--- src/rtl/midi_note_tx.sv ---
// midi_note_tx: turns a one-hot key request plus program number into MIDI Note On/Off
// and Program Change messages on an 8N1 UART line.
module midi_note_tx #(
  parameter int CLK_FREQ  = 100000000,
  parameter int BAUD      = 31250,
  parameter int CHANNEL   = 0,
  parameter int BASE_NOTE = 60,
  parameter int VELOCITY  = 100
) (
  input  logic       clk,
  input  logic       rst,
  input  logic [9:0] note,
  input  logic [4:0] pitchshift,
  input  logic       on_value,
  input  logic [6:0] program_num,
  output logic       tx,
  output logic       busy
);
  localparam int BIT = CLK_FREQ / BAUD;
  localparam int CW = $clog2(BIT + 1);
  typedef enum logic [1:0] {IDLE, PROG, OFF, ON} state_t;
  state_t state_q, state_d;
  logic [CW-1:0] cnt_q, cnt_d;
  logic [3:0] bit_q, bit_d;
  logic [1:0] byte_q, byte_d, last_q, last_d;
  logic [23:0] msg_q, msg_d;
  logic tx_q, tx_d, busy_q, busy_d, sounding_q, sounding_d;
  logic [6:0] skey_q, skey_d, lprog_q, lprog_d;
  logic [3:0] idx;
  logic signed [9:0] key_raw;
  logic [6:0] key;
  logic req;
  logic [7:0] cur;
  logic [9:0] frame;
  always_comb begin
    idx = '0;
    for (int i = 9; i >= 0; i--) if (note[i]) idx = 4'(i);
    key_raw = 10'(BASE_NOTE) + 10'(idx) + 10'(pitchshift) - 10'sd12;
    key = (key_raw < 10'sd0) ? 7'd0 : (key_raw > 10'sd127) ? 7'd127 : key_raw[6:0];
    req = on_value && (|note);
  end
  always_comb begin
    state_d = state_q;
    cnt_d = cnt_q;
    bit_d = bit_q;
    byte_d = byte_q;
    last_d = last_q;
    msg_d = msg_q;
    sounding_d = sounding_q;
    skey_d = skey_q;
    lprog_d = lprog_q;
    if (state_q == IDLE) begin
      cnt_d = '0;
      bit_d = '0;
      byte_d = '0;
      if (program_num != lprog_q) begin
        state_d = PROG;
        msg_d = {8'h00, 1'b0, program_num, 4'hC, 4'(CHANNEL)};
        last_d = 2'd1;
        lprog_d = program_num;
      end else if (sounding_q && (!req || key != skey_q)) begin
        state_d = OFF;
        msg_d = {8'h00, 1'b0, skey_q, 4'h8, 4'(CHANNEL)};
        last_d = 2'd2;
      end else if (!sounding_q && req) begin
        state_d = ON;
        msg_d = {8'(VELOCITY), 1'b0, key, 4'h9, 4'(CHANNEL)};
        last_d = 2'd2;
      end
    end else if (cnt_q == CW'(BIT - 1)) begin
      cnt_d = '0;
      if (bit_q != 4'd9) bit_d = bit_q + 4'd1;
      else if (byte_q != last_q) begin
        bit_d = '0;
        byte_d = byte_q + 2'd1;
      end else begin
        state_d = IDLE;
        sounding_d = (state_q == ON) ? 1'b1 : (state_q == OFF) ? 1'b0 : sounding_q;
        skey_d = (state_q == ON) ? msg_q[14:8] : skey_q;
      end
    end else cnt_d = CW'(cnt_q + 1'b1);
    // tx/busy are registered, so they follow the next-state bit position
    busy_d = state_d != IDLE;
    cur = (byte_d == 2'd0) ? msg_d[7:0] : (byte_d == 2'd1) ? msg_d[15:8] : msg_d[23:16];
    frame = {1'b1, cur, 1'b0};
    tx_d = busy_d ? frame[bit_d] : 1'b1;
  end
  always_ff @(posedge clk) begin
    if (rst) begin
      state_q <= IDLE;
      cnt_q <= '0;
      bit_q <= '0;
      byte_q <= '0;
      last_q <= '0;
      msg_q <= '0;
      tx_q <= 1'b1;
      busy_q <= 1'b0;
      sounding_q <= 1'b0;
      skey_q <= '0;
      lprog_q <= '0;
    end else begin
      state_q <= state_d;
      cnt_q <= cnt_d;
      bit_q <= bit_d;
      byte_q <= byte_d;
      last_q <= last_d;
      msg_q <= msg_d;
      tx_q <= tx_d;
      busy_q <= busy_d;
      sounding_q <= sounding_d;
      skey_q <= skey_d;
      lprog_q <= lprog_d;
    end
  end
  assign tx = tx_q;
  assign busy = busy_q;
endmodule

--- config.mk ---
export PLATFORM = sky130hd
export DESIGN_NAME = midi_note_tx
export DESIGN_NICKNAME = d
export VERILOG_FILES = /design/src/rtl/midi_note_tx.sv
export SDC_FILE = /design/constraint.sdc
export NUM_CORES = 1
export LEC_CHECK = 0
export BUFFER_PORTS_ARGS = -buffer_cell sky130_fd_sc_hd__buf_2
export CORE_ASPECT_RATIO = 0.8
export CORE_MARGIN = 2
export CORE_UTILIZATION = 60
export DETAILED_ROUTE_END_ITERATION = 8
export PLACE_DENSITY = 0.77
export SYNTH_ARGS = -nofsm -noshare
export SYNTH_HDL_FRONTEND = slang
export SYNTH_SLANG_ARGS = --single-unit
--- constraint.sdc ---
create_clock -name clk -period 3.6 [get_ports clk]
set_input_delay 0.36 -clock clk [delete_from_list [all_inputs] [get_ports clk]]
set_output_delay 0.36 -clock clk [all_outputs]
set_load 0.005 [all_outputs]
=== After elaboration in Yosys (flattened, before gate mapping) ===
Cells that the tools add are included.

* Register bits: 63
* Input port bits: 25
* Output and inout port bits: 2
* Logic and storage cells: 90

* Add/sub/neg operators: 6
* $lt $le $gt $ge: 3
* Eq/ne operators: 8
* Mux-type cells: 40
* Bitwise logic cells: 4
* Reduce and logical (&&, ||, !) cells: 18

{| class="wikitable"
|+ Operator list
! kind !! number
|-
| 2-to-1 mux 24 bit || 4
|-
| 2-to-1 mux 4 bit || 14
|-
| 2-to-1 mux 2 bit || 14
|-
| 2-to-1 mux 8 bit || 2
|-
| 2-to-1 mux 7 bit || 2
|-
| inequality test 7 bit || 2
|-
| adder 12 x 1 -> 12 bit (second input constant) || 1
|-
| == test 12 bit (second input constant) || 1
|-
| AND reduction 5 bit || 2
|-
| OR reduction 10 bit || 1
|-
| greater-than comparator 9 x 8 -> 1 bit (second input constant) || 1
|-
| < comparator 9 x 1 -> 1 bit (second input constant) || 1
|-
| subtractor 8 x 4 -> 9 bit (second input constant) || 1
|-
| adder 7 x 5 -> 8 bit || 1
|-
| adder 6 x 4 -> 7 bit (first input constant) || 1
|-
| < comparator 4 x 5 -> 1 bit (second input constant) || 1
|-
| adder 4 x 1 -> 4 bit (second input constant) || 1
|-
| binary-select mux 1 bit (select 4 bit) || 1
|-
| == test 2 bit (second input constant) || 2
|-
| logical NOT 2 bit || 2
|-
| inequality test 4 bit (second input constant) || 1
|-
| NOT 1 bit || 4
|-
| AND reduction 2 bit || 2
|-
| nonzero test 2 bit || 2
|-
| other kinds (10) || 15
|}

=== Logic depth before layout (Yosys ltp) ===
* Depth in word-level cells: 26
* Depth in mapped cells: 18
* Depth with buffers taken out: 17

=== Worst setup path before layout ===
OpenSTA, ideal clock, no wires.

* Path type: input to register
* Start point: input note[8]
* End point: register msg_q[10]
* Setup time: 128 ps
* Arrival time: 3072 ps
* Data required time: 3472 ps
* Slack: 401 ps
* Stages: 17
* Path buffers: 1
* Cell sequence: inv_1 -> a21oi_1 -> o21bai_1 -> a21oi_1 -> nor2_1 -> nor2_1 -> nor2_1 -> ha_1 -> fa_1 -> xnor2_1 -> xnor2_1 -> nor4_1 -> a41o_1 -> buf_2 -> mux2_2 -> a21oi_1 -> nor2_1

* Cells in the longest elaborated chain, start to end: 21

{| class="wikitable"
|+ Ends and longest elaborated chain
! element !! line !! RTL
|-
| from (decl) || 12 || <nowiki>input logic [9:0] note,</nowiki>
|-
| 2-to-1 mux 4 bit (9 in a row) || 37 || <nowiki>for (int i = 9; i >= 0; i--) if (note[i]) idx = 4'(i);</nowiki>
|-
| adder 6 x 4 -> 7 bit || 38 || <nowiki>key_raw = 10'(BASE_NOTE) + 10'(idx) + 10'(pitchshift) - 10'sd12;</nowiki>
|-
| adder 7 x 5 -> 8 bit || 38 ||
|-
| subtractor 8 x 4 -> 9 bit || 38 ||
|-
| greater-than comparator 9 x 8 -> 1 bit || 39 || <nowiki>key = (key_raw < 10'sd0) ? 7'd0 : (key_raw > 10'sd127) ? 7'd127 : key_raw[6:0];</nowiki>
|-
| 2-to-1 mux 7 bit (2 in a row) || 39 ||
|-
| inequality test 7 bit || 61 || <nowiki>end else if (sounding_q && (!req || key != skey_q)) begin</nowiki>
|-
| logical OR 1 bit || 61 ||
|-
| logical AND 1 bit || 61 ||
|-
| 2-to-1 mux 24 bit (*) || 61 ||
|-
| 2-to-1 mux 24 bit (*) || 56 || <nowiki>if (program_num != lprog_q) begin</nowiki>
|-
| 2-to-1 mux 24 bit (*) || 52 || <nowiki>if (state_q == IDLE) begin</nowiki>
|-
| to (signal assigned) || 107 || <nowiki>msg_q <= msg_d;</nowiki>
|-
| to (decl) || 26 || <nowiki>logic [23:0] msg_q, msg_d;</nowiki>
|}

Every way passes the cells marked *; elsewhere a longest branch is shown, timed or not.
A chain may end at the register's enable or synchronous reset.

=== Worst setup path after layout ===
* Start point: input note[9]
* End point: register tx_q (netlist: tx)

* Cells in the longest elaborated chain, start to end: 26

{| class="wikitable"
|+ Ends and longest elaborated chain
! element !! line !! RTL
|-
| 2-to-1 mux 4 bit (10 in a row) || 37 ||
|-
| adder 6 x 4 -> 7 bit || 38 ||
|-
| adder 7 x 5 -> 8 bit || 38 ||
|-
| subtractor 8 x 4 -> 9 bit || 38 ||
|-
| greater-than comparator 9 x 8 -> 1 bit || 39 ||
|-
| 2-to-1 mux 7 bit (2 in a row) || 39 ||
|-
| inequality test 7 bit || 61 ||
|-
| logical OR 1 bit || 61 ||
|-
| logical AND 1 bit || 61 ||
|-
| 2-to-1 mux 24 bit || 61 ||
|-
| 2-to-1 mux 24 bit || 56 ||
|-
| 2-to-1 mux 24 bit || 52 ||
|-
| 2-to-1 mux 8 bit (2 in a row) || 84 || <nowiki>cur = (byte_d == 2'd0) ? msg_d[7:0] : (byte_d == 2'd1) ? msg_d[15:8] : msg_d[23:16];</nowiki>
|-
| binary-select mux 1 bit (select 4 bit) || 86 || <nowiki>tx_d = busy_d ? frame[bit_d] : 1'b1;</nowiki>
|-
| 2-to-1 mux 1 bit (not written as such) || 86 ||
|-
| to (signal assigned) || 108 || <nowiki>tx_q <= tx_d;</nowiki>
|-
| to (decl) || 27 || <nowiki>logic tx_q, tx_d, busy_q, busy_d, sounding_q, sounding_d;</nowiki>
|}

Parallel ways exist; a longest one is shown, timed or not. The select of a mux whose other input is x is not followed.

==> metrics.txt <==
# TYPE chip_impl_metric gauge
chip_impl_metric{name="maximum_number_of_pins_on_one_net_before_global_route_repair",unit=""} 36
chip_impl_info{name="commonest_non_fill_non_tap_cell_in_the_layout",value="sky130_fd_sc_hd__dfxtp_1"} 1
chip_impl_metric{name="cts_hold_buf",unit=""} 0
chip_impl_metric{name="ys_ff_latch",unit=""} 63
chip_impl_metric{name="fmaxAchievable",unit="GHz"} 0.303
chip_impl_metric{name="ant_nets",unit=""} 0
chip_impl_metric{name="syn_inst",unit=""} 419
chip_impl_metric{name="flow.area_growth_from_synthesis",unit="%"} 12.4
chip_impl_metric{name="timing.final.hold_violations",unit=""} 0
chip_impl_info{name="outcome",value="finished, final reports clean"} 1
chip_impl_metric{name="clock_sinks",unit=""} 63
chip_impl_metric{name="post_route_cells_drive_above_1_share",unit="%"} 16.6
chip_impl_metric{name="clk_pin_slew",unit="ns"} 0.07
chip_impl_metric{name="finalClockSkew",unit="ns"} 0.00957
chip_impl_metric{name="i_o_pins",unit=""} 27
chip_impl_metric{name="power-per-cell-area",unit="nW/µm²"} 394
chip_impl_metric{name="layout_setup_ws",unit="ns"} 0.297
chip_impl_metric{name="p_comb_share",unit="%"} 11.7
chip_impl_metric{name="insertion_delay",unit="ns"} 0.35
chip_impl_metric{name="syn_avg_cell_area",unit="µm²"} 8.35
chip_impl_info{name="crit_chain",value="buf_2, a21oi_1, o21bai_1, a21oi_1, nor2_1, nor2_1, nor2_1, ha_1, fa_1, xnor2_1, xnor2_1, nor4_1, buf_4, a41o_1, a21oi_1, o221ai_1, o2bb2ai_1, or4_1"} 1
chip_impl_metric{name="switchingPower",unit="µW"} 430
chip_impl_metric{name="grt_first_pass_wirelength",unit="µm"} 13800
chip_impl_metric{name="path_max_fanout",unit=""} 7
chip_impl_metric{name="cell_internal_pwr",unit="mW"} 1.12
chip_impl_metric{name="post_drt_wl_per_cell",unit="µm"} 15.7
chip_impl_metric{name="detail_route.vias_per_cell",unit=""} 5.98
chip_impl_metric{name="power.switching_fraction",unit="%"} 27.8
chip_impl_metric{name="finish.net_count",unit=""} 480
chip_impl_metric{name="synth.yosys.seq_area_share",unit="%"} 36.0
chip_impl_metric{name="core_region_area",unit="µm²"} 5530
chip_impl_metric{name="timing.max_cap.violations",unit=""} 0
chip_impl_metric{name="layout_worst_path_cycle_share",unit="%"} 91.8
chip_impl_metric{name="worstMarginPinSlew",unit="ns"} 0.706
chip_impl_metric{name="initialDrtViolationCount",unit=""} 272
chip_impl_metric{name="vdd.ir_drop.worst",unit="mV"} 0.362
chip_impl_info{name="final_cell_mix",value="63 x sky130_fd_sc_hd__dfxtp_1, 58 x sky130_fd_sc_hd__nor2_1, 38 x sky130_fd_sc_hd__nand2_1, 35 x sky130_fd_sc_hd__a21oi_1, 26 x sky130_fd_sc_hd__buf_2"} 1
chip_impl_metric{name="setup_viol",unit=""} 0
chip_impl_metric{name="dpl_worst_slack",unit="ns"} -0.0200
chip_impl_metric{name="route.final.wire_length",unit="µm"} 8340
chip_impl_metric{name="peak_per_stage_delay_on_the_critical_path",unit="ns"} 0.40
chip_impl_info{name="yosys_most_used_dff",value="sky130_fd_sc_hd__dfxtp_1"} 1
chip_impl_metric{name="synth_enable_flop_cells",unit=""} 0
chip_impl_metric{name="met2_usage",unit="%"} 39.2
chip_impl_metric{name="period_needed",unit="ns"} 3.30
chip_impl_metric{name="nFillCells",unit=""} 465
chip_impl_info{name="kind_of_critical_path",value="in2reg"} 1
chip_impl_metric{name="power.static_leakage",unit="nW"} 1.58
chip_impl_metric{name="drc_errors",unit=""} 0
chip_impl_metric{name="sequential_power_share",unit="%"} 47.8
chip_impl_metric{name="vias_in_the_first_global_route",unit=""} 2905
chip_impl_metric{name="finalWeightedCongestion",unit=""} 0.955
chip_impl_metric{name="chipHeight",unit="µm"} 72.3
chip_impl_metric{name="dpl-instance-area",unit="µm²"} 3730
chip_impl_metric{name="detailedRoute.firstPassIterationCount",unit=""} 5
chip_impl_info{name="timing.critical_path.to_type",value="register"} 1
chip_impl_metric{name="clk_path_buf_depth",unit=""} 2
chip_impl_info{name="clock-root-buffer",value="sky130_fd_sc_hd__clkbuf_8"} 1
chip_impl_metric{name="initial_core_util",unit="%"} 63.3
chip_impl_info{name="worstHoldPathType",value="in2reg"} 1
chip_impl_metric{name="postSynth.asyncResetShare",unit="%"} 0
chip_impl_metric{name="ctsResizeCount",unit=""} 0
chip_impl_metric{name="die_w",unit="µm"} 89.4
chip_impl_metric{name="cts-buffers-inserted",unit=""} 9
chip_impl_metric{name="post_cts_setup_inserts",unit=""} 0
chip_impl_metric{name="grt_use_met1",unit="%"} 41.6
chip_impl_metric{name="cts.htree.levels",unit=""} 3
chip_impl_metric{name="total_routing_usage_gr",unit="%"} 27.8
chip_impl_metric{name="met3_usage",unit="%"} 7.62
chip_impl_metric{name="timing.final.max_slew_violations",unit=""} 0
chip_impl_metric{name="postSynthNetCount",unit=""} 452
chip_impl_metric{name="grt_antenna_before_repair",unit=""} 0
chip_impl_metric{name="yosys_warnings",unit=""} 0
chip_impl_info{name="cts_tree",value="done"} 1
chip_impl_info{name="critPathSlowestCell",value="sky130_fd_sc_hd__fa_1"} 1
chip_impl_metric{name="grt_overflow_total",unit=""} 0
chip_impl_metric{name="std_cell_rows",unit=""} 24
chip_impl_metric{name="dp.final_hpwl",unit="µm"} 6240
chip_impl_metric{name="fp.dieArea",unit="µm²"} 6460
chip_impl_metric{name="n_antenna_cell",unit=""} 0
chip_impl_metric{name="crit_arrival",unit="ns"} 3.53
chip_impl_metric{name="power.share.clock",unit="%"} 40.5
chip_impl_metric{name="mapped_cell_area",unit="µm²"} 3500
chip_impl_metric{name="ys_types",unit=""} 68
chip_impl_info{name="top_usage_layer_grt",value="met1"} 1
chip_impl_metric{name="via_count",unit=""} 3171
chip_impl_metric{name="worst-endpoint-required",unit="ns"} 3.83
chip_impl_metric{name="timing.slew.headroom",unit="%"} 52.7
chip_impl_info{name="critPathLaunchType",value="primary input"} 1
chip_impl_info{name="unrepaired_setup_endpoints_after_global_routing",value="no"} 1
chip_impl_metric{name="io_buffer_count",unit=""} 26
chip_impl_metric{name="finish.instance_area",unit="µm²"} 3940
[stage by stage]
stage	total power, mW	cells	setup TNS [ns]	utilization [%]	hold slack [ns]
3_3_place_gp	0.930	514	0	67.5	0.445
2_1_floorplan	0.873	419	0	-	0.420
3_5_place_dp	0.935	514	-0.0200	67.5	0.439
5_1_grt	1.61	530	0	71.2	0.281
4_1_cts	1.56	530	0	71.2	0.264
6_report	1.55	530	0	71.2	0.276
[synthesized netlist by cell type, types with 5 or more instances]
cell type | number | area (µm²)
sky130_fd_sc_hd__o21ai_0 | 12 | 60.1
sky130_fd_sc_hd__and2_1 | 14 | 87.6
sky130_fd_sc_hd__mux2i_1 | 12 | 120
sky130_fd_sc_hd__and3_1 | 5 | 31.3
sky130_fd_sc_hd__o211ai_1 | 5 | 37.5
sky130_fd_sc_hd__nand2_1 | 38 | 143
sky130_fd_sc_hd__buf_2 | 5 | 25.0
sky130_fd_sc_hd__a21oi_1 | 35 | 175
sky130_fd_sc_hd__xor2_1 | 11 | 96.3
sky130_fd_sc_hd__a311oi_1 | 5 | 43.8
sky130_fd_sc_hd__nor3_1 | 9 | 45.0
sky130_fd_sc_hd__nor2_1 | 59 | 221
sky130_fd_sc_hd__a211oi_1 | 5 | 37.5
sky130_fd_sc_hd__xnor2_1 | 15 | 131
sky130_fd_sc_hd__nand2b_1 | 5 | 31.3
sky130_fd_sc_hd__dfxtp_1 | 63 | 1260
sky130_fd_sc_hd__inv_1 | 9 | 33.8
sky130_fd_sc_hd__nand3_1 | 16 | 80.1
sky130_fd_sc_hd__ha_1 | 7 | 87.6
sky130_fd_sc_hd__clkbuf_1 | 14 | 52.6
[cells by family after synthesis]
logic type | after synthesis | synth area share (%)
AND/OR/NAND/NOR | 181 | 26.5
multiplexers | 14 | 4.08
buffers and inverters | 30 | 3.61
AO/OA/AOI/OAI | 96 | 19.5
XOR/XNOR | 27 | 7.15
adder cells (fa/ha/maj) | 8 | 3.07
flip-flops | 63 | 36.0
[worst max-delay path, delay by kind of cell]
family	cells	cell delay (ns)
adder cells (fa/ha/maj)	2	0.59
XOR/XNOR	2	0.43
AO/OA/AOI/OAI	7	1.27
buffers and inverters	2	0.24
AND/OR/NAND/NOR	5	0.64
[area by class of cell]
class                           instances  area (µm²)  area share (%)
Clock buffer                            9         124            3.15
Inverter                                9        33.8           0.859
Sequential cell                        63        1260            32.1
Tap cell                               78        97.6            2.48
Clock inverter                          7        78.8            2.00
Multi-Input combinational cell        326        2120            53.9
Timing Repair Buffer                   38         220            5.60
[metal layers]
metal | share of wire, % | vias to the layer above | wire length, µm
met1 | 49 | 1478 | 4070
met4 | 1.0 | 0 | 84
met3 | 8.2 | 10 | 684
met2 | 42 | 127 | 3500
li1 | - | 1556 | -
met5 | 0 | - | 0
[registers in the layout, summed over array words and instances, names as in the netlist, 2 cells and up]
register and flops:
skey_q 7, bit_q 4, lprog_q 7, cnt_q 12, state_q 2, byte_q 2
last_q 2, msg_q 24
[final timing paths]
| path | from | end | slack, ns | cells after the start |
|---|---|---|---|---|
| setup / recovery | note[9] | tx$_SDFF_PP1_ | 0.30 | 18 |
| hold / removal | program_num[0] | lprog_q[0]$_SDFFE_PP0P_ | 0.28 | 3 |
| setup reg to reg | cnt_q[1]$_SDFF_PP0_ | tx$_SDFF_PP1_ | 0.58 | 9 |
| hold reg to reg | msg_q[17]$_SDFF_PP0_ | msg_q[17]$_SDFF_PP0_ | 0.46 | 1 |
[power groups by stage]
stage               sequential, mW  combinational [mW]  clock [mW]
floorplan                    0.746               0.127           0
global placement             0.755               0.175           0
detailed placement           0.756               0.179           0
CTS                          0.740               0.180       0.639
global route                 0.742               0.203       0.667
finish                       0.740               0.181       0.628
(Power assumes the default switching activity.)
